[src/rtl/srg_rx_deser_if.sv]
// Output stream of srg_rx_deser: one assembled word with a valid/ready handshake.
//   out_data   assembled word, stable while out_valid=1
//   out_valid  word available
//   out_ready  consumer accepts the word on an edge where out_valid & out_ready
// master: the deserialiser (drives data/valid); slave: the consumer (drives ready).
interface srg_rx_deser_if #(
  parameter int unsigned WIDTH = 8
);
  logic [WIDTH-1:0] out_data;
  logic             out_valid;
  logic             out_ready;

  modport master (
    output out_data,
    output out_valid,
    input  out_ready
  );

  modport slave (
    input  out_data,
    input  out_valid,
    output out_ready
  );
endinterface

[src/rtl/srg_rx_deser.sv]
// Serial-to-parallel receiver for the srg_4 PISO shift register.
// Watches srg_4's sh_ld strobe (0 = load, 1 = shift) and samples its serial y output once per
// shift edge. Each WIDTH-bit frame is presented on a single-entry valid/ready output register.
//
// Ports:
//   clk        rising-edge clock shared with srg_4
//   rst        synchronous active-high reset
//   serial_in  srg_4 y output
//   sh_ld      srg_4 mode strobe: 0 = load, 1 = shift
//   out        srg_rx_deser_if.master: out_data / out_valid / out_ready
//   frame_err  one-cycle pulse: a frame was cut short by a load
//   overflow   sticky: a completed word was dropped because the output was full
//   parity     (only with SRG_RX_PARITY_EN) even parity of out_data, registered with it
//
// Optional feature macro: SRG_RX_PARITY_EN.
// WIDTH must be at least 2.
module srg_rx_deser #(
  parameter int unsigned WIDTH     = 8,
  parameter bit          MSB_FIRST = 1'b1
) (
  input  logic                 clk,
  input  logic                 rst,
  input  logic                 serial_in,
  input  logic                 sh_ld,
  srg_rx_deser_if.master       out,
`ifdef SRG_RX_PARITY_EN
  output logic                 parity,
`endif
  output logic                 frame_err,
  output logic                 overflow
);

  localparam int unsigned CntW = $clog2(WIDTH + 1);
  localparam logic [CntW-1:0] LastCnt = CntW'(WIDTH - 1);

  typedef enum logic [1:0] {
    StIdle,
    StArmed,
    StShift,
    StDone
  } state_e;

  state_e           state_q, state_d;
  logic [CntW-1:0]  cnt_q, cnt_d;
  logic [WIDTH-1:0] sr_q, sr_d;
  logic [WIDTH-1:0] data_q, data_d;
  logic             valid_q, valid_d;
  logic             ferr_q, ferr_d;
  logic             ovf_q, ovf_d;
  logic             complete;

  // Insert one sampled bit; the first bit of a frame ends up at the MSB or the LSB.
  function automatic logic [WIDTH-1:0] shift_in(input logic [WIDTH-1:0] cur, input logic b);
    if (MSB_FIRST) begin
      return {cur[WIDTH-2:0], b};
    end else begin
      return {b, cur[WIDTH-1:1]};
    end
  endfunction

  // Frame FSM and shift register.
  always_comb begin
    state_d  = state_q;
    cnt_d    = cnt_q;
    sr_d     = sr_q;
    ferr_d   = 1'b0;
    complete = 1'b0;
    unique case (state_q)
      StIdle: begin
        // Shift cycles without a preceding load are not a frame.
        if (!sh_ld) begin
          state_d = StArmed;
        end
      end
      StArmed: begin
        if (sh_ld) begin
          sr_d    = shift_in('0, serial_in);
          cnt_d   = CntW'(1);
          state_d = StShift;
        end else begin
          cnt_d = '0;
        end
      end
      StShift: begin
        if (sh_ld) begin
          sr_d  = shift_in(sr_q, serial_in);
          cnt_d = cnt_q + CntW'(1);
          if (cnt_q == LastCnt) begin
            complete = 1'b1;
            state_d  = StDone;
          end
        end else begin
          // A load mid-frame aborts it and is itself the start of the next frame.
          ferr_d  = 1'b1;
          cnt_d   = '0;
          state_d = StArmed;
        end
      end
      StDone: begin
        // Extra shift edges carry srg_4 fill bits and are ignored.
        if (!sh_ld) begin
          state_d = StArmed;
        end
      end
      default: state_d = StIdle;
    endcase
  end

  // Single-entry output register; a full, unaccepted register drops the new word.
  always_comb begin
    data_d  = data_q;
    valid_d = valid_q;
    ovf_d   = ovf_q;
    if (complete) begin
      if (!valid_q || out.out_ready) begin
        data_d  = sr_d;
        valid_d = 1'b1;
      end else begin
        ovf_d = 1'b1;
      end
    end else if (valid_q && out.out_ready) begin
      valid_d = 1'b0;
    end
  end

  always_ff @(posedge clk) begin
    if (rst) begin
      state_q <= StIdle;
      cnt_q   <= '0;
      sr_q    <= '0;
      data_q  <= '0;
      valid_q <= 1'b0;
      ferr_q  <= 1'b0;
      ovf_q   <= 1'b0;
    end else begin
      state_q <= state_d;
      cnt_q   <= cnt_d;
      sr_q    <= sr_d;
      data_q  <= data_d;
      valid_q <= valid_d;
      ferr_q  <= ferr_d;
      ovf_q   <= ovf_d;
    end
  end

`ifdef SRG_RX_PARITY_EN
  logic parity_q;

  always_ff @(posedge clk) begin
    if (rst) begin
      parity_q <= 1'b0;
    end else begin
      parity_q <= ^data_d;
    end
  end

  assign parity = parity_q;
`endif

  assign out.out_data  = data_q;
  assign out.out_valid = valid_q;
  assign frame_err     = ferr_q;
  assign overflow      = ovf_q;

endmodule

[src/flat_wrapper.sv]
// flat-port wrapper written by rule: the top's interface ports become plain ports
module srg_rx_deser_flat 
#(
  parameter int unsigned WIDTH     = 8,
  parameter bit          MSB_FIRST = 1'b1
)
  (clk, rst, serial_in, sh_ld, frame_err, overflow, out_out_data, out_out_valid, out_out_ready);
  srg_rx_deser_if #(.WIDTH(WIDTH)) out_i ();
  input  logic clk;
  input  logic rst;
  input  logic serial_in;
  input  logic sh_ld;
  output logic frame_err;
  output logic overflow;
  output wire logic [$bits(out_i.out_data)-1:0] out_out_data;
  output wire logic [$bits(out_i.out_valid)-1:0] out_out_valid;
  input wire logic [$bits(out_i.out_ready)-1:0] out_out_ready;
  assign out_out_data = out_i.out_data;
  assign out_out_valid = out_i.out_valid;
  assign out_i.out_ready = out_out_ready;
  srg_rx_deser #(.WIDTH(WIDTH), .MSB_FIRST(MSB_FIRST)) u_core (.clk(clk), .rst(rst), .serial_in(serial_in), .sh_ld(sh_ld), .out(out_i), .frame_err(frame_err), .overflow(overflow));
endmodule
[config.mk]
export PLATFORM = sky130hd
export DESIGN_NAME = srg_rx_deser_flat
export DESIGN_NICKNAME = d
export VERILOG_FILES = /design/src/rtl/srg_rx_deser_if.sv /design/src/rtl/srg_rx_deser.sv /design/src/flat_wrapper.sv
export SDC_FILE = /design/constraint.sdc
export NUM_CORES = 1
export LEC_CHECK = 0
export ABC_AREA = 1
export CAP_MARGIN = 40
export CORE_ASPECT_RATIO = 0.7
export CORE_MARGIN = 3
export CORE_UTILIZATION = 52
export CTS_CLUSTER_DIAMETER = 40
export DETAILED_ROUTE_END_ITERATION = 7
export PLACE_DENSITY = 0.81
export RECOVER_POWER = 50
export SLEW_MARGIN = 20
export SYNTH_ARGS = -nofsm -noshare
export SYNTH_HDL_FRONTEND = slang
export SYNTH_SLANG_ARGS = --single-unit
[constraint.sdc]
create_clock -name clk -period 2.02 [get_ports clk]
set_clock_uncertainty 0.1 [all_clocks]
set_input_delay 0.404 -clock clk [delete_from_list [all_inputs] [get_ports clk]]
set_output_delay 0.404 -clock clk [all_outputs]
set_load 0.01 [all_outputs]
==> results.sh, run 1 <==
export IMPL_setup_ws_ns=0.2246
export IMPL_drive_gt1_share_pct=5.319
export IMPL_path_cells="dlygate4sd3_1"
export IMPL_synth_largest_area_cell="dfxtp_1"
export IMPL_h_tree_depth=1
export IMPL_postSynthCellCount=169
export IMPL_instances_no_fill=218
export IMPL_dr_pass1_iters=4
export IMPL_layout_nets=198
export IMPL_slowest_stage="dlygate4sd3_1"
export IMPL_internal_power_mw=0.8353
export IMPL_drv_cap=0
export IMPL_crit_end="out_out_data[3]"
export IMPL_area_growth_pct=18.00
export IMPL_synth_seq_area_share_pct=43.10
export IMPL_post_cts_setup_buffer_count=0
export IMPL_timing_rr_start="u_core.state_q[0]"
export IMPL_grt_pass1_vias=911
export IMPL_syn_avg_cell_area_um2=6.870
export IMPL_final_max_slew_violation_count=0
export IMPL_worstReg2RegEnd="u_core.out.out_data[2]"
export IMPL_ant_nets=0
export IMPL_report_power_total_mw=1.390
export IMPL_crit_type="flip-flop to output pin"
export IMPL_min_period_ns=1.795
export IMPL_clockBufferDepth=2
export IMPL_grt_pass1_wl_um=3926
export IMPL_gp_congestion=0.7940
export IMPL_synth_seq_cells=25
export IMPL_r2r_slack_ns=0.29
export IMPL_switching_share_pct=39.92
export IMPL_dp_hpwl_um=1675
export IMPL_dr_total_vias=1039
export IMPL_whs_ns=0.3581
export IMPL_yosysUniqueCellTypes=21
export IMPL_n_antenna_cell=0
export IMPL_wl_um=2322
export IMPL_drtIter0Drc=35
export IMPL_grt_max_degree=18
export IMPL_met1_usage_pct=21.84
export IMPL_timing_final_crit_share_pct=88.88
export IMPL_die_x_um=62.48
export IMPL_cts_tree="done"
export IMPL_port_buffer_count=15
export IMPL_dp_cells=214
export IMPL_worstSetupStartpoint="u_core.out.out_data[3]"
export IMPL_required_ns=1.52
export IMPL_clkSinkCount=25
export IMPL_hold_depth=2
export IMPL_cts_hold_buffers=0
export IMPL_p_switching_mw=0.5549
export IMPL_p_clk_share_pct=16.5
export IMPL_use_met3_pct=5.679
export IMPL_drc=0
export IMPL_synth_top_area_share_pct=43.10
export IMPL_overflow=0
export IMPL_wl_per_cell_um=10.65
export IMPL_pin_count=16
export IMPL_fmax_mhz=557.0
export IMPL_busiest_layer="met2"
export IMPL_cp_data_arrival_time_ns=1.29
export IMPL_place_ws_ns=0.1003
export IMPL_antenna_found_initial=0
export IMPL_cts_buffers=3
export IMPL_rsz0062_at_grt="false"
export IMPL_crit_buf_inv=1
export IMPL_reg2reg_depth=6
export IMPL_worst_pin_slew_ns=0.4874
export IMPL_cts_root_buf="clkbuf_4"
export IMPL_finalSetupTns_ns=0
export IMPL_path_clk_slew_ns=0.14
export IMPL_synth_warning_count=0
export IMPL_leakagePower_nw=0.6755
export IMPL_critPathMaxStageDelay_ns=0.60
export IMPL_worstSetupEndpointType="output pin"
export IMPL_irDropWorstVdd_uv=623.2
export IMPL_outcome="finished clean"
export IMPL_die_y_um=45.54
export IMPL_syn_nets=178
export IMPL_netlist_area_um2=1161
export IMPL_use_met2_pct=30.51
export IMPL_clk_latency_ns=0.33
export IMPL_cpLargestDelayFamily="buffers and inverters"
export IMPL_rows=13
export IMPL_p_seq_share_pct=43.5
export IMPL_synth_area_leaders="dfxtp_1 43%, nand2_1 16%, a21oi_1 8.6%"
export IMPL_setup_viol=0
export IMPL_grt_usage_pct=17.92
export IMPL_power_density_nw_per_um2=1015
export IMPL_hold_path_class="flip-flop to flip-flop"
export IMPL_power_frac_comb_pct=40.0
export IMPL_startpoint_type="flip-flop"
export IMPL_cts_repair_resized=0
export IMPL_viasPerCell=4.766
export IMPL_path_max_fanout=2
export IMPL_die_area_um2=2845
export IMPL_core_area_um2=1984
export IMPL_start_util_pct=58.51
export IMPL_hold_viol_final=0
export IMPL_crit_cells=1
export IMPL_relSlewSlack_pct=67.29
[worst register-to-register path, delay by kind of cell, from the launching register on]
family	cells	cell delay, ns
buffers and inverters	1	0.06
flip-flops	1	0.40
adder cells (fa/ha/maj)	1	0.27
AO/OA/AOI/OAI	2	0.60
AND/OR/NAND/NOR	2	0.21
[kinds of logic (layout without fill, tap and decap cells)]
family / count (synthesis) / in the layout / synth area share (%)
compound gates: 25 / 25 / 10.99
xor+xnor: 2 / 2 / 1.509
fa+ha+maj: 4 / 4 / 4.311
buf+inv: 29 / 48 / 10.34
flops: 25 / 25 / 43.10
simple gates: 84 / 84 / 29.74
[synthesized netlist by cell type (all sizes together)]
cell type	count
a21oi	20
buf	4
clkbuf	1
dfxtp	25
ha	4
inv	24
nand2	52
nand3	2
nand3b	1
nand4	2
nor2	26
nor3	1
o211ai	1
o21ai	4
xor2	2
[registers in the layout, summed over array words and instances, names as in the netlist]
signal                cells
u_core.overflow           1
u_core.cnt_q              4
u_core.sr_q               8
u_core.state_q            2
u_core.out.out_data       8
u_core.frame_err          1
u_core.out.out_valid      1
[worst min-delay path by stage]
stage                     from               to  slack [ns]
2_1_floorplan  u_core.cnt_q[1]  u_core.cnt_q[1]        0.36
3_3_place_gp   u_core.overflow  u_core.overflow        0.34
3_5_place_dp   u_core.overflow  u_core.overflow        0.35
4_1_cts        u_core.overflow  u_core.overflow        0.37
5_1_grt        u_core.overflow  u_core.overflow        0.37
6_report       u_core.overflow  u_core.overflow        0.36
[final cells by class]
cell class | instances | area, um2
Clock buffer | 3 | 22.52
Timing Repair Buffer | 20 | 183.9
Sequential cell | 25 | 500.5
Tap cell | 30 | 37.54
Multi-Input combinational cell | 115 | 530.5
Fill cell | 175 | 614.3
Clock inverter | 1 | 5.005
Inverter | 24 | 90.09
[power by group through the flow]
stage / logic [mW] / registers, mW / clock network (mW)
after floorplan: 0.422 / 0.605 / 0
after CTS: 0.561 / 0.603 / 0.233
after detailed placement: 0.555 / 0.614 / 0
final: 0.556 / 0.605 / 0.229
after global routing: 0.643 / 0.613 / 0.254
after global placement: 0.538 / 0.611 / 0
[metal layers]
| metal | share of wire, % | vias to the layer above |
|---|---|---|
| met5 | 0 | - |
| met4 | 1.3 | 0 |
| met3 | 6.2 | 4 |
| met2 | 44 | 24 |
| met1 | 48 | 449 |
| li1 | - | 562 |
[stage by stage]
stage                     area (um2)  util [%]
after floorplan                 1161         -
after global placement          1356     68.35
after detailed placement        1356     68.35
after CTS                       1384     69.74
after global routing            1370     69.04
final                           1370     69.04
[placed cells by master (no fill, tap or decap), drive strengths merged]
master         instances
a21oi                 20
buf                    4
clkbuf                 4
clkdlybuf4s50          7
clkinv                 1
dfxtp                 25
dlygate4sd3            8
ha                     4
inv                   24
nand2                 52
nand3                  2
nand3b                 1
nand4                  2
nor2                  26
nor3                   1
o211ai                 1
o21ai                  4
xor2                   2
Power figures use the tool's default switching activity.
==> inputs of run 2 (changes only) <==
--- a/config.mk
+++ b/config.mk
@@ -14,7 +14,7 @@
 export DETAILED_ROUTE_END_ITERATION = 7
 export PLACE_DENSITY = 0.81
 export RECOVER_POWER = 50
-export SLEW_MARGIN = 20
+export SLEW_MARGIN = 30
 export SYNTH_ARGS = -nofsm -noshare
 export SYNTH_HDL_FRONTEND = slang
 export SYNTH_SLANG_ARGS = --single-unit
==> results of run 2 <==
No change in the layout: final DEF, timing and power equal those of run 1.
==> inputs of run 3 (changes only) <==
--- a/config.mk
+++ b/config.mk
@@ -11,6 +11,7 @@
 export CORE_MARGIN = 3
 export CORE_UTILIZATION = 52
 export CTS_CLUSTER_DIAMETER = 40
+export CTS_CLUSTER_SIZE = 16
 export DETAILED_ROUTE_END_ITERATION = 7
 export PLACE_DENSITY = 0.81
 export RECOVER_POWER = 50
==> results of run 3 <==
No change in the layout: final DEF, timing and power equal those of run 1.
